$ cat config.mk
export PLATFORM = sky130hd
export DESIGN_NAME = rgb_fade_sequencer
export DESIGN_NICKNAME = d
export VERILOG_FILES = /design/src/rtl/rgb_fade_sequencer.sv
export SDC_FILE = /design/constraint.sdc
export NUM_CORES = 1
export LEC_CHECK = 0
export CORE_UTILIZATION = 40
export DETAILED_ROUTE_END_ITERATION = 12
export SLEW_MARGIN = 20
export SYNTH_ARGS = -nofsm -noshare
export SYNTH_HDL_FRONTEND = slang
export SYNTH_SLANG_ARGS = --single-unit
$ cat constraint.sdc
create_clock -name clk -period 3.4 [get_ports clk]
set_clock_uncertainty 0.2 [all_clocks]
set_input_delay 0.34 -clock clk [delete_from_list [all_inputs] [get_ports clk]]
set_output_delay 0.34 -clock clk [all_outputs]
set_load 0.01 [all_outputs]
$ cat src/rtl/rgb_fade_sequencer.sv
// rgb_fade_sequencer
//   Runs the board RGB LED through a red -> green -> blue fade show. Each
//   colour ramps its brightness level up from 0 to MAX, holds at MAX for a
//   few ticks, then ramps back down to 0. One free-running PWM counter is
//   shared by all three LEDs; only the LED of the current colour can light.
//   Level and hold progress advance on prescaled ticks so the fade speed is
//   independent of the PWM frequency.
//
// Parameters
//   PWM_BITS    width of the PWM counter and brightness level
//   PRESCALE    clk cycles per tick (>= 1)
//   HOLD_TICKS  ticks spent at MAX before fading down (>= 1)
//
// Ports
//   clk     system clock, all state on posedge
//   rst     asynchronous active-low reset (0 = reset)
//   start   request a show, sampled only while idle
//   loop    restart at red after blue instead of going idle
//   stop    abort the show, has priority over start
//   busy    high while a show is running
//   done    one-cycle pulse when the blue fade-down completes
//   phase   0 idle, 1 fade up, 2 hold, 3 fade down
//   colour  0 red, 1 green, 2 blue (0 while idle)
//   led_r   registered PWM outputs, active-high
//   led_g
//   led_b

module rgb_fade_sequencer #(
    parameter int PWM_BITS   = 4,
    parameter int PRESCALE   = 4,
    parameter int HOLD_TICKS = 2
) (
    input  logic       clk,
    input  logic       rst,
    input  logic       start,
    input  logic       loop,
    input  logic       stop,
    output logic       busy,
    output logic       done,
    output logic [1:0] phase,
    output logic [1:0] colour,
    output logic       led_r,
    output logic       led_g,
    output logic       led_b
);

    // Counter widths are kept at least one bit so PRESCALE=1 / HOLD_TICKS=1 still elaborate.
    localparam int PS_W   = (PRESCALE   > 1) ? $clog2(PRESCALE)   : 1;
    localparam int HOLD_W = (HOLD_TICKS > 1) ? $clog2(HOLD_TICKS) : 1;

    localparam logic [PWM_BITS-1:0] LEVEL_MAX = {PWM_BITS{1'b1}};
    localparam logic [PWM_BITS-1:0] LEVEL_ONE = PWM_BITS'(1);
    localparam logic [PS_W-1:0]     PS_LAST   = PS_W'(PRESCALE - 1);
    localparam logic [PS_W-1:0]     PS_ONE    = PS_W'(1);
    localparam logic [HOLD_W-1:0]   HOLD_LAST = HOLD_W'(HOLD_TICKS - 1);
    localparam logic [HOLD_W-1:0]   HOLD_ONE  = HOLD_W'(1);

    typedef enum logic [1:0] {
        IDLE      = 2'd0,
        FADE_UP   = 2'd1,
        HOLD      = 2'd2,
        FADE_DOWN = 2'd3
    } state_t;

    state_t              state_q, state_d;
    logic [PWM_BITS-1:0] level_q, level_d;
    logic [1:0]          colour_q, colour_d;
    logic [HOLD_W-1:0]   hold_q, hold_d;
    logic                done_d;
    logic [PWM_BITS-1:0] pwm_cnt;
    logic [PS_W-1:0]     prescaler;
    logic                tick;

    assign busy   = (state_q != IDLE);
    assign phase  = state_q;
    assign colour = colour_q;
    assign tick   = busy && (prescaler == PS_LAST);

    // The PWM counter never stops, so the duty pattern is continuous across phases.
    always_ff @(posedge clk or negedge rst) begin
        if (!rst) begin
            pwm_cnt <= '0;
        end else begin
            pwm_cnt <= pwm_cnt + LEVEL_ONE;
        end
    end

    // The prescaler is deliberately not cleared between colours or phases so
    // ticks stay evenly spaced for the whole show; it only restarts from idle
    // or on an abort.
    always_ff @(posedge clk or negedge rst) begin
        if (!rst) begin
            prescaler <= '0;
        end else if (!busy || stop) begin
            prescaler <= '0;
        end else if (prescaler == PS_LAST) begin
            prescaler <= '0;
        end else begin
            prescaler <= prescaler + PS_ONE;
        end
    end

    always_ff @(posedge clk or negedge rst) begin
        if (!rst) begin
            state_q  <= IDLE;
            level_q  <= '0;
            colour_q <= 2'd0;
            hold_q   <= '0;
            done     <= 1'b0;
        end else begin
            state_q  <= state_d;
            level_q  <= level_d;
            colour_q <= colour_d;
            hold_q   <= hold_d;
            done     <= done_d;
        end
    end

    // Sequencing: everything except leaving idle happens only on a tick.
    // An abort overrides whatever the tick would have done, including the
    // final done pulse.
    always_comb begin
        state_d  = state_q;
        level_d  = level_q;
        colour_d = colour_q;
        hold_d   = hold_q;
        done_d   = 1'b0;

        case (state_q)
            IDLE: begin
                if (start && !stop) begin
                    state_d  = FADE_UP;
                    level_d  = '0;
                    colour_d = 2'd0;
                end
            end
            FADE_UP: begin
                if (tick) begin
                    if (level_q != LEVEL_MAX) begin
                        level_d = level_q + LEVEL_ONE;
                    end else begin
                        state_d = HOLD;
                        hold_d  = '0;
                    end
                end
            end
            HOLD: begin
                if (tick) begin
                    if (hold_q == HOLD_LAST) begin
                        state_d = FADE_DOWN;
                    end else begin
                        hold_d = hold_q + HOLD_ONE;
                    end
                end
            end
            FADE_DOWN: begin
                if (tick) begin
                    if (level_q != '0) begin
                        level_d = level_q - LEVEL_ONE;
                    end else if (colour_q != 2'd2) begin
                        colour_d = colour_q + 2'd1;
                        state_d  = FADE_UP;
                    end else begin
                        done_d   = 1'b1;
                        colour_d = 2'd0;
                        state_d  = loop ? FADE_UP : IDLE;
                    end
                end
            end
            default: begin
                state_d = IDLE;
            end
        endcase

        if (stop && (state_q != IDLE)) begin
            state_d  = IDLE;
            level_d  = '0;
            colour_d = 2'd0;
            hold_d   = '0;
            done_d   = 1'b0;
        end
    end

    // LEDs are registered from the current level and PWM count, so they lag
    // one cycle and go dark on the cycle after idle is entered.
    always_ff @(posedge clk or negedge rst) begin
        if (!rst) begin
            led_r <= 1'b0;
            led_g <= 1'b0;
            led_b <= 1'b0;
        end else begin
            led_r <= busy && (colour_q == 2'd0) && (pwm_cnt < level_q);
            led_g <= busy && (colour_q == 2'd1) && (pwm_cnt < level_q);
            led_b <= busy && (colour_q == 2'd2) && (pwm_cnt < level_q);
        end
    end

endmodule

==> metrics.txt, run 1 <==
outcome=finished, final reports clean; max incr delay on CP=slightly above 0.5 ns; Bufs on Longest Clock Path=2; Post CTS Setup Buffer Count=0; critical path buffer and inverter count=1; post-DP HPWL=1890 um; Power Dens Cells=794 nW/um^2; first-pass GRT wire length=4440 um; DR WL/cell=14.6 um; Avg Inst Size Synth=9.56 um^2; total wire length=2500 um; final number of hold-violating endpoints=0; worst r2r path cells=7; WP data required=3.44 ns; Hold Crit Class=reg2reg; Tot GR Track Use=between 10% and 20%; largest net degree at the start of global routing=20; Area Growth Syn to Fin=13.8%; initial antenna violation count=0; Final Max Slew Viols=0; clk slew on worst S/H paths=0.12 ns; number of global-route vias before repair=960; GRT overflow=0; Initial Utilization=~43%; FMAX=0.374 GHz; ANT cells=0; CTS tree=done; drt drc=0; CP max FO=12; HP Start=prescaler[0]; total negative slack=0 ns; Tmin final=2.67 ns; RSZ-0062 raised after global routing=no; Synth area leaders=dfrtp_1 39%, ha_1 13%, inv_1 3.4%; Max-slew headroom=approximately 43%; GPL Wtd Cong=0.798; Cells after Synth=128; first-iteration detailed-routing DRC count=between 40 and 50; sequential-to-total area share from yosys stat=38.9%; endpoint class of the critical path=flop; Worst VDD drop=0.000357 V; hold path depth=1; Synth Cell Area=between 1000 and 1500 um^2; drt pass-1 iters=4; cts hold-fix bufs=0; Setup CP Type=reg2reg; core area=2830 um^2; FF-to-FF setup slack=0.73 ns; post-route cell area=~1400 um^2; Final Util=49.2%; final critical-path share of the clock period=78.6%; Final ANT Viol Nets=0; dpl ws=0.722 ns; Multi-input gate area=673 um^2; Placed Area=1360 um^2; CTS Buf Count=3; CP delay by family, top=simple AND/OR/NAND/NOR gates; synth unique cells=36; NumNets Final=around 160; IO Pins=14; row count=19; Syn Nets=between 100 and 150; crit start category=flop; Worst EP arrival=2.71 ns; DR vias=982; layout cells sized above 1=between 8 and 9%; crit-path most repeated cell=mux2i_1; final setup margin=0.726 ns; measured slew at the worst slew-check pin=~0.85 ns; Die Y-Extent=57.3 um; clk_lat worst skew=0.31 ns; slowest stage cell, crit path=dfrtp_1; Die Wd=approximately 57 um; # H-tree levels=1; CTS Sinks=19; minimum hold slack=0.242 ns; LEAKAGE=about 0.62 nW; PortBufs=13; RR Endpoint=level_q[2]; post-synth top area share=about two fifths; post-cts resize count=0; synth warn=0; via/cell ratio=5.74; Fill cells=~260; WHS Endpoint=prescaler[0]; register bit total from synthesis=19; FF/Latch Area=475 um^2; biggest area consumer among synthesized cells=dfrtp_1; RR Startpoint=phase[0]; max-cap violations=0; Final setup viols=0; DIE AREA=between 3000 and 4000 um^2; clock root buffer=clkbuf_4; Cell Chain, Critical Path=inv_1 > ha_1 > mux2i_1 > nor2_1 > or3_1 > nor3_2 > mux2i_1
==> sequential cells by signal (all words and copies together), names as in the netlist <==
name and count:
led_r 1, done 1, pwm_cnt 4, prescaler 2, level_q 4, colour 2, led_b 1, led_g 1
hold_q 1, phase 2
==> placed cells by master (no fill, tap or decap), types with 2 or more instances in the layout <==
| cell | instances |
|---|---|
| dfrtp_1 | 19 |
| nor2_1 | 7 |
| nand2b_1 | 6 |
| xnor2_1 | 2 |
| mux2i_1 | 4 |
| nand2_1 | 7 |
| a21oi_1 | 6 |
| o21ai_0 | 8 |
| xor2_1 | 2 |
| nor4b_1 | 2 |
| a31o_2 | 3 |
| nand3_1 | 6 |
| clkdlybuf4s50_1 | 13 |
| clkbuf_4 | 3 |
| o31ai_1 | 2 |
| ha_1 | 13 |
| a31oi_1 | 3 |
| nor3b_1 | 2 |
| inv_1 | 11 |
| nor4_1 | 4 |
| a21o_1 | 2 |
==> worst max path at each step <==
stage	to	slack, ns	cells past startpoint	startpoint
2_1_floorplan	level_q[3]	0.95	9	phase[0]
3_3_place_gp	level_q[1]	0.79	6	stop
3_5_place_dp	level_q[3]	0.72	6	stop
4_1_cts	level_q[1]	0.76	7	phase[0]
5_1_grt	level_q[2]	0.57	7	phase[0]
6_report	level_q[2]	0.73	7	phase[0]
==> through the flow <==
step                      power (W)  std cells
after floorplan            0.000808        128
after global placement     0.000976        167
after detailed placement   0.000984        167
after CTS                   0.00111        171
after global routing        0.00120        171
final                       0.00111        171
==> cells by family (layout without fill, tap and decap cells) <==
group                      after synthesis  count (layout)  share of synthesized area, %
muxes                                    4               4                          3.27
xor gates and xnor gates                 4               4                          2.86
DFF                                     19              19                          38.9
AOI/OAI and AO/OA                       30              30                          16.9
and+or+nand+nor                         41              41                          18.7
adders and majority gates               13              13                          13.3
buffers and inverters                   17              29                          6.13
==> synth_stat cells <==
master / number
dfrtp_1: 19
ha_1: 13
inv_1: 11
o21ai_0: 8
nand2_1: 7
nor2_1: 7
a21oi_1: 6
nand2b_1: 6
nand3_1: 6
mux2i_1: 4
nor4_1: 4
a31o_2: 3
a31oi_1: 3
buf_2: 3
a21o_1: 2
nor3b_1: 2
nor4b_1: 2
o31ai_1: 2
xnor2_1: 2
xor2_1: 2
a2111oi_2: 1
a211oi_1: 1
a221o_1: 1
a22oi_1: 1
a2bb2oi_1: 1
and3_1: 1
buf_6: 1
clkbuf_1: 1
inv_2: 1
nand4_1: 1
nor2b_1: 1
nor3_1: 1
nor3_2: 1
o211ai_2: 1
or3_1: 1
or4_4: 1
==> power breakdown <==
group	internal (W)	switching [W]
clock	0.0000449	0.0000767
combinational	0.000283	0.000364
sequential	0.000276	0.0000609
==> per-layer routing <==
layer	vias to the layer above	share of wire (%)	wire (um)	track usage [%]
li1	480	-	-	-
met5	-	0	0	0
met1	468	43	1080	22.0
met2	32	50	1250	30.6
met3	2	5.8	146	4.99
met4	0	0.96	24	4.18
==> cell type report <==
| type | instances | share of cell area [%] |
|---|---|---|
| multi-input combinational | 92 | 48.3 |
| sequential | 19 | 34.1 |
| timing repair buffer | 13 | 9.34 |
| inverter | 12 | 3.23 |
| tap | 31 | 2.79 |
| clock buffer | 3 | 1.62 |
| clock inverter | 1 | 0.539 |
No activity file was read; power rests on OpenSTA's default activity.
==> run 2, diff against run 1 <==
==> constraint.sdc (replaced) <==
create_clock -name clk -period 2.66 [get_ports clk]
set_clock_uncertainty 0.2 [all_clocks]
set_input_delay 0.266 -clock clk [delete_from_list [all_inputs] [get_ports clk]]
set_output_delay 0.266 -clock clk [all_outputs]
set_load 0.01 [all_outputs]
==> run 2 against run 1 <==
- global-route usage grew 0.82 points
- sequential share of layout area fell by 0.43 points
- final area increased by 1.5%
- flip-flop and latch count did not move
- first-iteration DRC count down 38%
- utilization grew 0.75 points
- largest cell class unchanged
==> metrics.txt, run 2 (synthesis results as in run 1) <==
CP max FO=8 (-4); Area Growth Syn to Fin=15.5%; clk_lat worst skew=0.31 ns (about the same); Bufs on Longest Clock Path=2 (unchanged); GRT overflow=0 (unchanged); most frequent cells in the layout=18 x dfrtp_1, 13 x ha_1, 13 x clkdlybuf4s50_1; WP data required=2.71 ns (-0.73 ns); Hold Crit Class=in2async; max-cap violations=0 (unchanged); Power Total=0.00144 W (+30%); Final setup viols=0 (unchanged); largest net degree at the start of global routing=20 (unchanged); measured slew at the worst slew-check pin=0.857 ns (+0.0112 ns); drt pass-1 iters=4 (unchanged); Net Sw Power=0.000649 W (+29%); ANT cells=0 (unchanged); initial antenna violation count=0 (unchanged); post-route cell area=1410 um^2 (+1.5%); row count=19 (unchanged); cts hold-fix bufs=0 (unchanged); RR Startpoint=phase[1]; total negative slack=0 ns (unchanged); LEAKAGE=0.642 nW (+2.8%); layout cells sized above 1=11.2% (+2.6 points); CTS tree=done; Tmin final=2.51 ns (-0.165 ns); slowest stage cell, crit path=or4_4; Clock power frac=11.2% (+0.2 points); # H-tree levels=1 (unchanged); max incr delay on CP=0.55 ns (+0.04 ns); IO Pins=14 (unchanged); clock root buffer=clkbuf_4; most common cell after layout, fill and taps aside=dfrtp_1; GPL Wtd Cong=0.797 (about the same); critical path buffer and inverter count=1 (unchanged); worst r2r path cells=7 (unchanged); crit start category=flop; number of global-route vias before repair=999 (+4.1%); final number of hold-violating endpoints=0 (unchanged); Initial Utilization=43.3% (unchanged); Placed Area=1390 um^2 (+1.7%); Die Wd=57.3 um (unchanged); Worst EP arrival=2.56 ns (-0.15 ns); via/cell ratio=5.65 (-1.6%); switch share=45.0% (-0.34 points); endpoint class of the critical path=flop; first-pass GRT wire length=4680 um (+5.5%); drt drc=0 (unchanged); Int Power=0.000791 W (+31%); Fill cells=279 (+8.1%); post-cts resize count=0 (unchanged); CP delay by family, top=simple AND/OR/NAND/NOR gates; Die Y-Extent=57.3 um (unchanged); RR Endpoint=level_q[3]; NumNets Final=162 (+1.9%); Final ANT Viol Nets=0 (unchanged); Power Dens Cells=1020 nW/um^2 (+28%); Setup CP Type=reg2reg; Comb power frac=58.9% (+0.4 points); biggest regs=level_q (4), pwm_cnt (4); CTS Sinks=19 (unchanged); FMAX=0.399 GHz (+6.6%); Worst VDD drop=0.000506 V (+42%); DR WL/cell=15.3 um (+4.6%); DIE AREA=3280 um^2 (unchanged); total wire length=2660 um (+6.4%); DR vias=983 (+0.10%); Cell Chain, Critical Path=inv_1 > ha_1 > mux2i_1 > nor2_1 > or3_1 > or4_4 > o211ai_2; CTS Buf Count=3 (unchanged); Seq pwr share=30.0% (-0.5 points); core area=2830 um^2 (unchanged); CP startpoint=phase[1]; Final Max Slew Viols=0 (unchanged); first-iteration detailed-routing DRC count=26 (-38%); FF-to-FF setup slack=0.15 ns (-0.57 ns); RSZ-0062 raised after global routing=no; Tot GR Track Use=18.5% (+0.82 points); Max-slew headroom=42.7% (-0.75 points); PortBufs=13 (unchanged); clk slew on worst S/H paths=0.13 ns (about the same); Post CTS Setup Buffer Count=0 (unchanged); post-DP HPWL=1990 um (+5.4%); outcome=finished, final reports clean; final critical-path share of the clock period=94.3% (+16 points)
==> run 2: changes by cell type in the layout (fill, tap and decap cells not counted) <==
cell	delta
clkinvlp_4	-1
dfrtp_2	+1
clkinv_2	+1
buf_4	+3
dfrtp_1	-1
==> run 2: worst max-delay path by stage <==
stage,end,cells past startpoint
final,level_q[3],7
after global routing,level_q[2],7
after CTS,level_q[3],7
after detailed placement,level_q[3],7
after global placement,level_q[3],7
after floorplan,level_q[3],9
==> run 2: worst register-to-register path, delay by kind of cell, from the launching register on <==
family / cells / cell delay (ns)
AOI/OAI and AO/OA: 1 / 0.08
and+or+nand+nor: 3 / 1.08
adders and majority gates: 1 / 0.30
muxes: 1 / 0.18
buffers and inverters: 1 / 0.14
DFF: 1 / 0.46
==> run 2: metrics by stage <==
step	utilization, %	hold slack, ns	instances	worst slack (ns)
3_5_place_dp	49.0	0.234	170	0.148
5_1_grt	50.0	0.252	174	0.00228
2_1_floorplan	-	-0.230	128	0.210
4_1_cts	49.9	0.251	174	0.112
6_report	50.0	0.226	174	0.152
3_3_place_gp	49.0	0.229	170	0.232
==> run 2: layer usage <==
layer / wire [um] / part of all wire, % / track usage [%]
met5: 0 / 0 / 0
met3: 99 / 3.7 / 2.95
met2: 1250 / 47 / 29.7
met4: 38 / 1.4 / 6.27
met1: 1280 / 48 / 25.6
==> run 2: area by class of cell <==
class	instances	area [um^2]	share of cell area, %
flip-flops and latches	19	477	33.7
clock inverters	1	5.00	0.354
clock buffers	3	22.5	1.59
multi-input cells	92	673	47.6
well taps	31	38.8	2.74
inverters	12	45.0	3.19
repair buffers	16	153	10.8
==> run 2: power by group through the flow <==
stage / Sequential (W) / Combinational [W] / Clock, W
finish: 0.000432 / 0.000848 / 0.000161
global route: 0.000444 / 0.000948 / 0.000172
CTS: 0.000428 / 0.000850 / 0.000161
detailed placement: 0.000433 / 0.000844 / 0
global placement: 0.000429 / 0.000834 / 0
floorplan: 0.000429 / 0.000604 / 0
